--- config.mk ---
export PLATFORM = sky130hd
export DESIGN_NAME = switch_hit_detector
export DESIGN_NICKNAME = d
export VERILOG_FILES = /design/src/rtl/switch_hit_detector.sv
export SDC_FILE = /design/constraint.sdc
export NUM_CORES = 1
export LEC_CHECK = 0
export ABC_AREA = 1
export BUFFER_PORTS_ARGS = -buffer_cell sky130_fd_sc_hd__buf_2
export CAP_MARGIN = 10
export CORE_UTILIZATION = 50
export CTS_BUF_LIST = sky130_fd_sc_hd__clkbuf_8
export DETAILED_ROUTE_END_ITERATION = 16
export GPL_TIMING_DRIVEN = 0
export PLACE_DENSITY = 0.76
export SYNTH_ARGS = -nofsm -noshare
export SYNTH_HDL_FRONTEND = slang
export SYNTH_SLANG_ARGS = --single-unit
--- constraint.sdc ---
create_clock -name clk -period 3.4 [get_ports clk]
set_clock_uncertainty 0.1 [all_clocks]
set_input_delay 0.17 -clock clk [delete_from_list [all_inputs] [get_ports clk]]
set_output_delay 0.17 -clock clk [all_outputs]
set_load 0.03 [all_outputs]
--- src/rtl/switch_hit_detector.sv ---
// Synchronizes and debounces eight slide switches, then judges one flip per LED step as hit/miss.
// Define SWITCH_MISS_EN to pulse miss on wrong flips; otherwise miss is 0 and wrong flips are ignored.
module switch_hit_detector #(
  parameter int unsigned DEBOUNCE_CYCLES = 50000
) (
  input  logic       clk,
  input  logic       clr_n,
  input  logic [7:0] switch,
  input  logic [7:0] led_state,
  input  logic       led_step,
  output logic [7:0] sw_clean,
  output logic       armed,
  output logic       hit,
  output logic       miss
);

  localparam int unsigned NSW   = 8;
  localparam int unsigned CNT_W = $clog2(DEBOUNCE_CYCLES + 1);
  localparam logic [CNT_W-1:0] CNT_LAST = CNT_W'(DEBOUNCE_CYCLES - 1);

  typedef enum logic [1:0] {
    IDLE  = 2'd0,
    ARMED = 2'd1,
    DONE  = 2'd2
  } state_e;

  logic [NSW-1:0]   sync1_q, sync2_q;
  logic [NSW-1:0]   clean_q, clean_d;
  logic [NSW-1:0]   clean_dly_q;
  logic [CNT_W-1:0] cnt_q [NSW];
  logic [CNT_W-1:0] cnt_d [NSW];
  logic [NSW-1:0]   ev;
  state_e           state_q, state_d;
  logic             hit_q, hit_d;
  logic             armed_q, armed_d;
`ifdef SWITCH_MISS_EN
  logic             miss_q, miss_d;
`endif

  function automatic logic is_onehot(input logic [NSW-1:0] v);
    return (v != '0) && ((v & (v - NSW'(1))) == '0);
  endfunction

  // Per-bit debounce: accept a new level only after it has held for DEBOUNCE_CYCLES.
  always_comb begin
    clean_d = clean_q;
    for (int i = 0; i < NSW; i++) begin
      cnt_d[i] = '0;
      if (sync2_q[i] != clean_q[i]) begin
        if (cnt_q[i] == CNT_LAST) begin
          clean_d[i] = sync2_q[i];
        end else begin
          cnt_d[i] = cnt_q[i] + CNT_W'(1);
        end
      end
    end
  end

  assign ev = clean_q ^ clean_dly_q;

  // Judge one event per step; a concurrent led_step discards the event.
  always_comb begin
    state_d = state_q;
    hit_d   = 1'b0;
`ifdef SWITCH_MISS_EN
    miss_d  = 1'b0;
`endif
    if (led_step) begin
      state_d = ARMED;
    end else if ((state_q == ARMED) && (ev != '0)) begin
      if (is_onehot(ev) && (ev == led_state)) begin
        hit_d   = 1'b1;
        state_d = DONE;
      end
`ifdef SWITCH_MISS_EN
      else begin
        miss_d  = 1'b1;
        state_d = DONE;
      end
`endif
    end
    armed_d = (state_d == ARMED);
  end

  always_ff @(posedge clk) begin
    if (!clr_n) begin
      sync1_q     <= '0;
      sync2_q     <= '0;
      clean_q     <= '0;
      clean_dly_q <= '0;
      for (int i = 0; i < NSW; i++) cnt_q[i] <= '0;
      state_q     <= IDLE;
      hit_q       <= 1'b0;
      armed_q     <= 1'b0;
`ifdef SWITCH_MISS_EN
      miss_q      <= 1'b0;
`endif
    end else begin
      sync1_q     <= switch;
      sync2_q     <= sync1_q;
      clean_q     <= clean_d;
      clean_dly_q <= clean_q;
      for (int i = 0; i < NSW; i++) cnt_q[i] <= cnt_d[i];
      state_q     <= state_d;
      hit_q       <= hit_d;
      armed_q     <= armed_d;
`ifdef SWITCH_MISS_EN
      miss_q      <= miss_d;
`endif
    end
  end

  assign sw_clean = clean_q;
  assign armed    = armed_q;
  assign hit      = hit_q;
`ifdef SWITCH_MISS_EN
  assign miss     = miss_q;
`else
  assign miss     = 1'b0;
`endif

endmodule

# Word-level counts from Yosys, hierarchy flattened
# Memories as Yosys holds them, arrays and structs flattened.
# Index checks and enable logic that the tools add are counted.
# Widths: inputs -> output; s select.
dict set report classes {
  n_reduce_logical 14
  bitwise 12
  eq_ne 19
  add_sub_neg 9
  mux 30
}
# operator count
set ops {}
lappend ops {{$mux 16} 24}
lappend ops {{$add 16x1->16 const B} 8}
lappend ops {{$eq 16x16->1 const B} 8}
lappend ops {{$reduce_and 2->1} 8}
lappend ops {{$and 8x8->8} 1}
lappend ops {{$eq 8x8->1} 1}
lappend ops {{$logic_not 8->1} 1}
lappend ops {{$ne 1x1->1} 8}
lappend ops {{$or 1x1->1} 8}
lappend ops {{$reduce_bool 8->1} 1}
lappend ops {{$sub 8x1->8 const B} 1}
lappend ops {{$xor 8x8->8} 1}
lappend ops {{$mux 2} 3}
lappend ops {{$eq 2x1->1 const B} 2}
lappend ops {{$logic_and 1x1->1} 3}
lappend ops {{$mux 1} 3}
lappend ops {{$reduce_or 3->1} 1}
lappend ops {{$not 1->1} 2}
dict set report word_totals {
  register_bits 36
  n_memories 1
  inputBits 19
  ram_bits 128
  wordCells 99
}
# memory words width read_ports rd_clocked_by_memory_dff write_ports line_no
set memory_table {}
lappend memory_table {cnt_q 8 16 8 0 8 30} ;# logic [CNT_W-1:0] cnt_q [NSW];

# Depth between registers and ports, before layout
# Gate-level depths: netlist of the first run.
dict set report logic_depth {
  word_depth 10
  depth_mapped 14
  ltp_nobuf 14
}

# Least setup slack after synthesis of the first run
# Ideal clock, no wire load.
dict set report synth_timing {
  path_type {reg2reg}
  from {memory cnt_q[0][32] (netlist name)}
  to {memory cnt_q[0][45] (netlist name)}
  stages_incl_launch_ff 11
  slack_ns 1.722
  setup_time_ns 0.118
  required_ns 3.182
  arrival_ns 1.459
  cell_sequence {dfxtp_1 ha_1 nand2_1 nor2_1 inv_1 or2_1 nor3_1 nand3_1 nand3_2 buf_4 nor3_1}
}
# element line_no
set synth_lines {}
lappend synth_lines {{start: declaration} 30}

==> out/qor.csv, run 1 <==
metric;value;unit
avgSynthCellArea;7.28;µm²
grt_pass1_vias;5481;
r2r_cells;8;
max-slew-margin-rel;0.599;
pre_cts_ws;1410;ps
peakVddDrop;0.236;mV
clk_latency;460;ps
post-cts-setup-buffers;0;
yosysWarnings;0;
grt-ovfl-total;0;
rsz0062_at_grt;no;
place.port_buffers;28;
critPathKind;reg -> reg;
nets;1108;
yosys-top-cells-count;nand2_1 (203), dfxtp_1 (164), inv_1 (164), nor2_1 (115), a21oi_1 (70);
grt_pass1_wl;23.3;mm
crit_required;3650;ps
via_count;6239;
ys_ff_latch;164;
setup_ws;1450;ps
critPathMaxFanout;10;
cap_violations;0;
outcome;finished clean;
die-area;15400;µm²
final.fill_count;1409;
drc;0;
synth_nets;1052;
synthToLayoutAreaGrowth;11.1;%
start_kind;register;
clk_pin_slew;80;ps
total_power;3.35;mW
synth.distinct_cells;41;
rows;44;
synth.area.top_cells;dfxtp_1 (44%), nand2_1 (10%), inv_1 (8.3%), nor2_1 (5.8%), a21oi_1 (4.7%);
wl_per_cell;10.8;µm
multi_input_area;3450;µm²
synth_top_cell_by_area;dfxtp_1;
utilization;0.570;
drive_gt1_frac;0.122;
end_kind;register;
detail-route-antenna-nets;0;
min_period;1950;ps
synth_edf_count;0;
fp.dieH;124;µm
power.density;404;nW/µm²
cp.arrival;2200;ps
hold_path_depth;3;
drt_pass1_iterations;5;
ctsLongestPathBuffers;2;
cts.sinks;164;
clock.fmax;514;MHz
drt-total-wl;13.7;mm
leakage;3.13;nW
finalHoldViolCount;0;
ios;30;
ys_seq_area_frac;0.440;
cts_root_buffer;clkbuf_8;
antenna_found_initial;0;
cts.htree.levels;4;
start_util;0.513;
synth_most_common_cell;nand2_1;
setup_viol_count_final;0;
synth_top_area_share;0.440;
place_inst;1237;
core;14500;µm²
synth_flop_cell;dfxtp_1;
die_w;124;µm
regArea;3280;µm²
tns;0;ps
async_flop_share;0;
period_share;0.572;
track_usage;0.192;
cts_inserted_buffers;17;
place.gp.congestion;0.830;
viasPerCell;4.89;
drtIter0Drc;321;
synth.cell_area;7460;µm²
grt_max_degree;17;
num_antenna_cells;0;
cts_tree;yes;
synth_cells;1025;
slew_violations;0;
finalNonFillerCells;1277;
hold_path_class;in -> reg;
dp_hpwl;10.1;mm
worst_slew_pin_slew;601;ps
==> worst paths after layout <==
check                             startpoint            to  slack (ps)
worst max-delay path            cnt_q[1][16]  cnt_q[1][30]        1450
worst min-delay path                   clr_n           hit          30
worst max register to register  cnt_q[1][16]  cnt_q[1][30]        1450
worst min register to register    sync1_q[6]    sync2_q[6]         320
==> metal layers <==
| layer | global-route usage | up-vias | part of all wire |
|---|---|---|---|
| li1 | - | 3390 | - |
| met1 | 0.234 | 2750 | 0.49 |
| met2 | 0.320 | 81 | 0.46 |
| met3 | 0.0536 | 18 | 0.037 |
| met4 | 0.0722 | 0 | 0.015 |
| met5 | 0 | - | 0 |
==> power by group <==
part / internal [mW] / switching (mW) / leakage [nW]
Sequential: 1.93 / 0.00630 / 1.33
Combinational: 0.0334 / 0.0500 / 1.63
Clock: 0.580 / 0.747 / 0.171
Total: 2.55 / 0.803 / 3.13
==> critical path, stage by stage (launching register included) <==
cell      delay (ps)
dfxtp_1          370
ha_1             190
nand2_1           80
nor2_2           120
nand2_1           90
nor4_2           360
nand3b_2         300
buf_6            180
nor3b_1           50
==> layout by cell type (no fill, tap or decap), types with 9 or more instances in the layout <==
master / count
buf_2: 35
nor3b_1: 20
dfxtp_1: 164
xor2_1: 15
a21oi_1: 70
inv_1: 164
nor2_2: 15
dlygate4sd3_1: 9
nor3_1: 46
nor2_1: 115
nand4_1: 19
o21ai_0: 33
nand2_1: 203
inv_2: 9
nand3_1: 42
nor4_1: 11
clkbuf_8: 17
==> per-stage QoR <==
step	cell area, µm²	hold slack, ps
finish	8290	30.0
global route	8290	14.3
CTS	8290	4.18
detailed placement	7830	255
global placement	7830	256
floorplan	7460	149
==> cell families (layout without fill, tap and decap cells) <==
logic type	count (synthesis)	in the layout	synth area share
compound gates	125	125	0.0909
other cells	1	1	0.000503
flops	164	164	0.440
buf+inv	187	255	0.0978
simple gates	521	521	0.335
xor+xnor	19	19	0.0223
fa+ha+maj	8	8	0.0134
==> sequential cells by signal, summed over array words and instances (netlist names) <==
register,flops
armed,1
clean_dly_q,8
cnt_q,128
hit,1
state_q,2
sw_clean,8
sync1_q,8
sync2_q,8
==> area by class of cell <==
class	count	share of cell area
well taps	184	0.0278
multi-input cells	674	0.416
repair buffers	37	0.0278
clock inverters	14	0.0162
plain buffers	14	0.00966
clock buffers	17	0.0282
flip-flops and latches	164	0.396
inverters	173	0.0784
==> timing repair <==
item                                    CTS  global route
endpoints found under the setup margin    0             0
gates resized for setup                   0             0
hold buffers                              9             0
hold endpoints to repair                 12             0
Power figures use the tool's default switching activity.
==> run 2: changes to the inputs <==
clock period = 2 ns   (was 3.4 ns; I/O delays follow)
==> run 2 against run 1 <==
Net effect:
- sequential power increased by 70%
- worst hold slack improved by 33 ps
- setup slack worse by 1300 ps
- cell count up 0.39%
- global-route usage is essentially flat
- power rose by 70%
- maximum frequency up 4.4%
- via count increased by 0.38%
- final area is 1.3% higher
- routed wire length is 1.6% higher
- critical endpoint unchanged
- largest power group unchanged
==> out/qor.csv, run 2 (synthesis results as in run 1) <==
metric;value;unit;change
outcome;finished clean;;
cts.sinks;164;;unchanged
clk_pin_slew;80;ps;about the same
via_count;6263;;+0.38%
clock.fmax;537;MHz;+4.4%
finalHoldViolCount;0;;unchanged
start_kind;register;;
antenna_found_initial;0;;unchanged
final_common_cell;nand2_1;;
die-area;15400;µm²;unchanged
drtIter0Drc;334;;+4.0%
setup_ws;137;ps;-1320 ps
top_register;cnt_q;;
start_util;0.513;;unchanged
crit_required;2250;ps;-1400 ps
drive_gt1_frac;0.134;;+0.0122
cts.htree.levels;4;;unchanged
cts_inserted_buffers;17;;unchanged
viasPerCell;4.89;;about the same
cpMostUsedCell;nand2_1;;
largest_register_ffs;128;;unchanged
grt-ovfl-total;0;;unchanged
crit_slowest_cell;dfxtp_1;;
period_share;0.932;;+0.360
place.port_buffers;28;;unchanged
nets;1113;;+0.45%
place.gp.congestion;0.830;;unchanged
setup_viol_count_final;0;;unchanged
drt_pass1_iterations;5;;unchanged
grt_max_degree;17;;unchanged
detail-route-antenna-nets;0;;unchanged
peakVddDrop;0.399;mV;+69%
grt_pass1_vias;5487;;+0.11%
track_usage;0.192;;about the same
drt-total-wl;14.0;mm;+1.6%
max-slew-margin-rel;0.590;;-0.00946
leakage;3.15;nW;+0.91%
synthToLayoutAreaGrowth;12.5;%;
clk_latency;460;ps;about the same
critPathKind;reg -> reg;;
num_antenna_cells;0;;unchanged
grt_pass1_wl;23.3;mm;about the same
cpLargestDelayFamily;simple AND/OR/NAND/NOR gates;;
cts_tree;yes;;
cpPeakStageDelay;370;ps;about the same
hold_path_class;in -> reg;;
cp.arrival;2120;ps;-80 ps
critPathBufInv;1;;unchanged
ios;30;;unchanged
placed_area;7830;µm²;unchanged
end_kind;register;;
final_cell_mix;nand2_1 (201), inv_1 (164), dfxtp_1 (163), nor2_1 (111), a21oi_1 (70);;
rsz0062_at_grt;yes;;
rows;44;;unchanged
power.density;679;nW/µm²;+68%
die_w;124;µm;unchanged
cp_cell_sequence;ha_1, nand2_1, nor2_2, nand2_1, nor4_4, nand3b_4, buf_6, nor3b_1;;
dp_hpwl;10.1;mm;unchanged
cts_root_buffer;clkbuf_8;;
ctsLongestPathBuffers;2;;unchanged
cap_violations;0;;unchanged
wl_per_cell;10.9;µm;+1.2%
drc;0;;unchanged
final_area;8390;µm²;+1.3%
critPathMaxFanout;10;;unchanged
slew_violations;0;;unchanged
min_period;1860;ps;-81.8 ps
fp.dieH;124;µm;unchanged
core;14500;µm²;unchanged
pre_cts_ws;12.8;ps;-1400 ps
worst_slew_pin_slew;615;ps;+14.2 ps
run 2: path summary, 6_finish.rpt:
kind,start,to,slack (ps),depth (start not counted)
max reg2reg,cnt_q[1][16],cnt_q[1][30],140,8
max,cnt_q[1][16],cnt_q[1][30],140,8
min reg2reg,sync1_q[7],sync2_q[7],320,2
min,led_state[1],hit,60,8
run 2: area by class of cell:
type                            count  area (µm²)
Inverter                          173         649
Clock buffer                       17         234
Tap cell                          184         230
Multi-Input combinational cell    674        3510
Sequential cell                   164        3280
Fill cell                        1398        6140
Timing Repair Buffer               42         270
Clock inverter                     14         134
Buffer                             14        85.1
run 2: worst min-delay path: stages:
cell     delay, ps
buf_2           80
nand2_1         50
nand2_1         60
nor2_1          30
nand2_1         50
nor2_1          40
nand4_1        110
nor3_1          60
run 2: power by group:
part	total, mW	leakage (nW)	switching, mW	internal [mW]
Clock	2.25	0.171	1.27	0.987
Sequential	3.30	1.33	0.0109	3.28
Combinational	0.147	1.66	0.0867	0.0605
Total	5.70	3.15	1.36	4.33
run 2: layer usage:
metal / share of wire / global-route usage / wire [µm]
met1: 0.48 / 0.234 / 6750
met2: 0.47 / 0.320 / 6540
met3: 0.032 / 0.0536 / 449
met4: 0.015 / 0.0722 / 214
met5: 0 / 0 / 0
run 2: what timing repair did:
| item | CTS | global route |
|---|---|---|
| hold endpoints to repair | 16 | 0 |
| resized for setup | 0 | 16 |
| endpoints found under the setup margin | 0 | 52 |
| setup buffers | 0 | 4 |
| hold buffers | 10 | 0 |
run 2: through the flow:
step | total power, mW | hold slack (ps) | setup TNS, ps | util | instances
final | 5.70 | 63.4 | 0 | 0.577 | 1282
after global routing | 5.94 | 73.8 | -23.3 | 0.577 | 1282
after CTS | 5.76 | 41.8 | 0 | 0.571 | 1278
after detailed placement | 3.50 | 185 | 0 | 0.539 | 1237
after global placement | 3.50 | 186 | 0 | 0.539 | 1237
after floorplan | 3.45 | 79.3 | 0 | - | 1025
==> run 3: changes to the inputs <==
PLACE_DENSITY = 0.69   (was 0.76)
==> run 3 against run 2 <==
Net effect:
- clock-buffer cell count is the same
- final area grew 3.0%
- power grew 12%
- non-clock buffer count grew 9
- critical endpoint is now cnt_q[0][40]
==> out/qor.csv, run 3 (synthesis results as in run 1) <==
metric;value;unit;change
die-area;15400;µm²;unchanged
leakage;3.30;nW;+4.7%
max-slew-margin-rel;0.630;;+0.0402
drc;0;;unchanged
rows;44;;unchanged
tns;0;ps;unchanged
crit_required;2250;ps;about the same
nets;1122;;+0.81%
largest_register_ffs;128;;unchanged
cts_inserted_buffers;17;;unchanged
cpPeakStageDelay;350;ps;-20 ps
die_w;124;µm;unchanged
clk_latency;460;ps;about the same
grt-ovfl-total;0;;unchanged
grt_max_degree;17;;unchanged
drt-total-wl;14.0;mm;+0.14%
grt_pass1_wl;23.9;mm;+2.8%
top_register;cnt_q;;
antenna_found_initial;1;;+1
drt_pass1_iterations;5;;unchanged
track_usage;0.196;;+0.00402
setup_ws;132;ps;-4.67 ps
slew_violations;0;;unchanged
ios;30;;unchanged
drtIter0Drc;344;;+3.0%
total_power;6.38;mW;+12%
num_antenna_cells;0;;unchanged
outcome;finished clean;;
clock.fmax;535;MHz;-0.25%
cpMostUsedCell;nand3_2;;
worst_slew_pin_slew;555;ps;-60.4 ps
utilization;0.595;;+0.0173
synthToLayoutAreaGrowth;15.9;%;
cts_tree;yes;;
r2r_cells;11;;+3
min_period;1870;ps;+4.67 ps
cp.arrival;2110;ps;about the same
critPathKind;reg -> reg;;
start_util;0.513;;unchanged
hold_path_class;in -> reg;;
cp_cell_sequence;ha_2, nand2_1, nor2_2, inv_1, or2_1, nor3_2, nand3_2, nand3_2, inv_2, o21ai_0, a21oi_1;;
viasPerCell;4.86;;-0.44%
place.gp.congestion;0.832;;+0.18%
power.density;738;nW/µm²;+8.8%
end_kind;register;;
cts.sinks;164;;unchanged
hold_path_depth;8;;unchanged
critPathMaxFanout;6;;-4
start_kind;register;;
final_common_cell;nand2_1;;
via_count;6279;;+0.26%
grt_pass1_vias;5643;;+2.8%
final_cell_mix;nand2_1 (199), inv_1 (164), dfxtp_1 (157), nor2_1 (111), a21oi_1 (70);;
dp_hpwl;9.95;mm;-1.2%
pre_cts_ws;62.2;ps;+49.4 ps
period_share;0.934;;+0.00234
cts_root_buffer;clkbuf_8;;
core;14500;µm²;unchanged
cap_violations;0;;unchanged
peakVddDrop;0.500;mV;+25%
crit_slowest_cell;dfxtp_2;;
place.port_buffers;28;;unchanged
ctsLongestPathBuffers;2;;unchanged
wl_per_cell;10.8;µm;-0.55%
detail-route-antenna-nets;0;;unchanged
finalHoldViolCount;0;;unchanged
cts.htree.levels;4;;unchanged
setup_viol_count_final;0;;unchanged
place_inst;1237;;unchanged
clk_pin_slew;80;ps;about the same
drive_gt1_frac;0.152;;+0.0179
fp.dieH;124;µm;unchanged
finalNonFillerCells;1291;;+0.70%
run 3: cell types whose count changed in the layout (fill, tap and decap cells not counted), moves of 3 or more:
cell       delta
dfxtp_1       -6
nor2_2        -3
buf_4         +9
nor2_4        +3
bufinv_16     +6
clkinv_4      -4
dfxtp_2       +6
run 3: critical path: cells and delay by family (launching register included):
kind            cells  cell delay (ps)
flops               1              350
fa+ha+maj           1              180
compound gates      2              130
simple gates        6              870
buf+inv             2              140
run 3: area by class of cell:
type                    count  area [µm²]
clock buffers              17         234
inverters                 173         649
plain buffers              14        86.3
well taps                 184         230
fillers                  1368        5890
multi-input cells         674        3560
flip-flops and latches    164        3290
repair buffers             51         338
clock inverters            14         259
run 3: metrics by stage:
stage	cell area (µm²)	hold slack, ps
after CTS	8420	36.1
after global routing	8640	112
after detailed placement	7830	189
after floorplan	7460	79.3
after global placement	7830	190
final	8640	53.1
run 3: routing by layer:
layer / wire (µm) / track usage
met5: 10 / 0
met4: 168 / 0.0603
met3: 527 / 0.0572
met2: 6440 / 0.324
met1: 6830 / 0.245
run 3: worst paths after layout:
path | from | endpoint | slack [ps]
hold / removal | led_state[1] | hit | 50
setup reg to reg | cnt_q[0][32] | cnt_q[0][40] | 130
hold reg to reg | sync1_q[2] | sync2_q[2] | 320
setup / recovery | cnt_q[0][32] | cnt_q[0][40] | 130
run 3: report_power, final:
group          leakage, nW  internal (mW)  total (mW)  switching [mW]
Combinational         1.73         0.0616       0.147          0.0851
Clock                0.239           1.73        2.94            1.21
Sequential            1.33           3.28        3.30          0.0108
Total                 3.30           5.07        6.38            1.31
run 3: timing repair:
item                                   in CTS  in global routing
endpoints found under the hold margin      14                  0
setup buffers                               0                 13
hold buffers                               10                  0
resized for setup                           0                 35
setup endpoints to repair                   0                 47
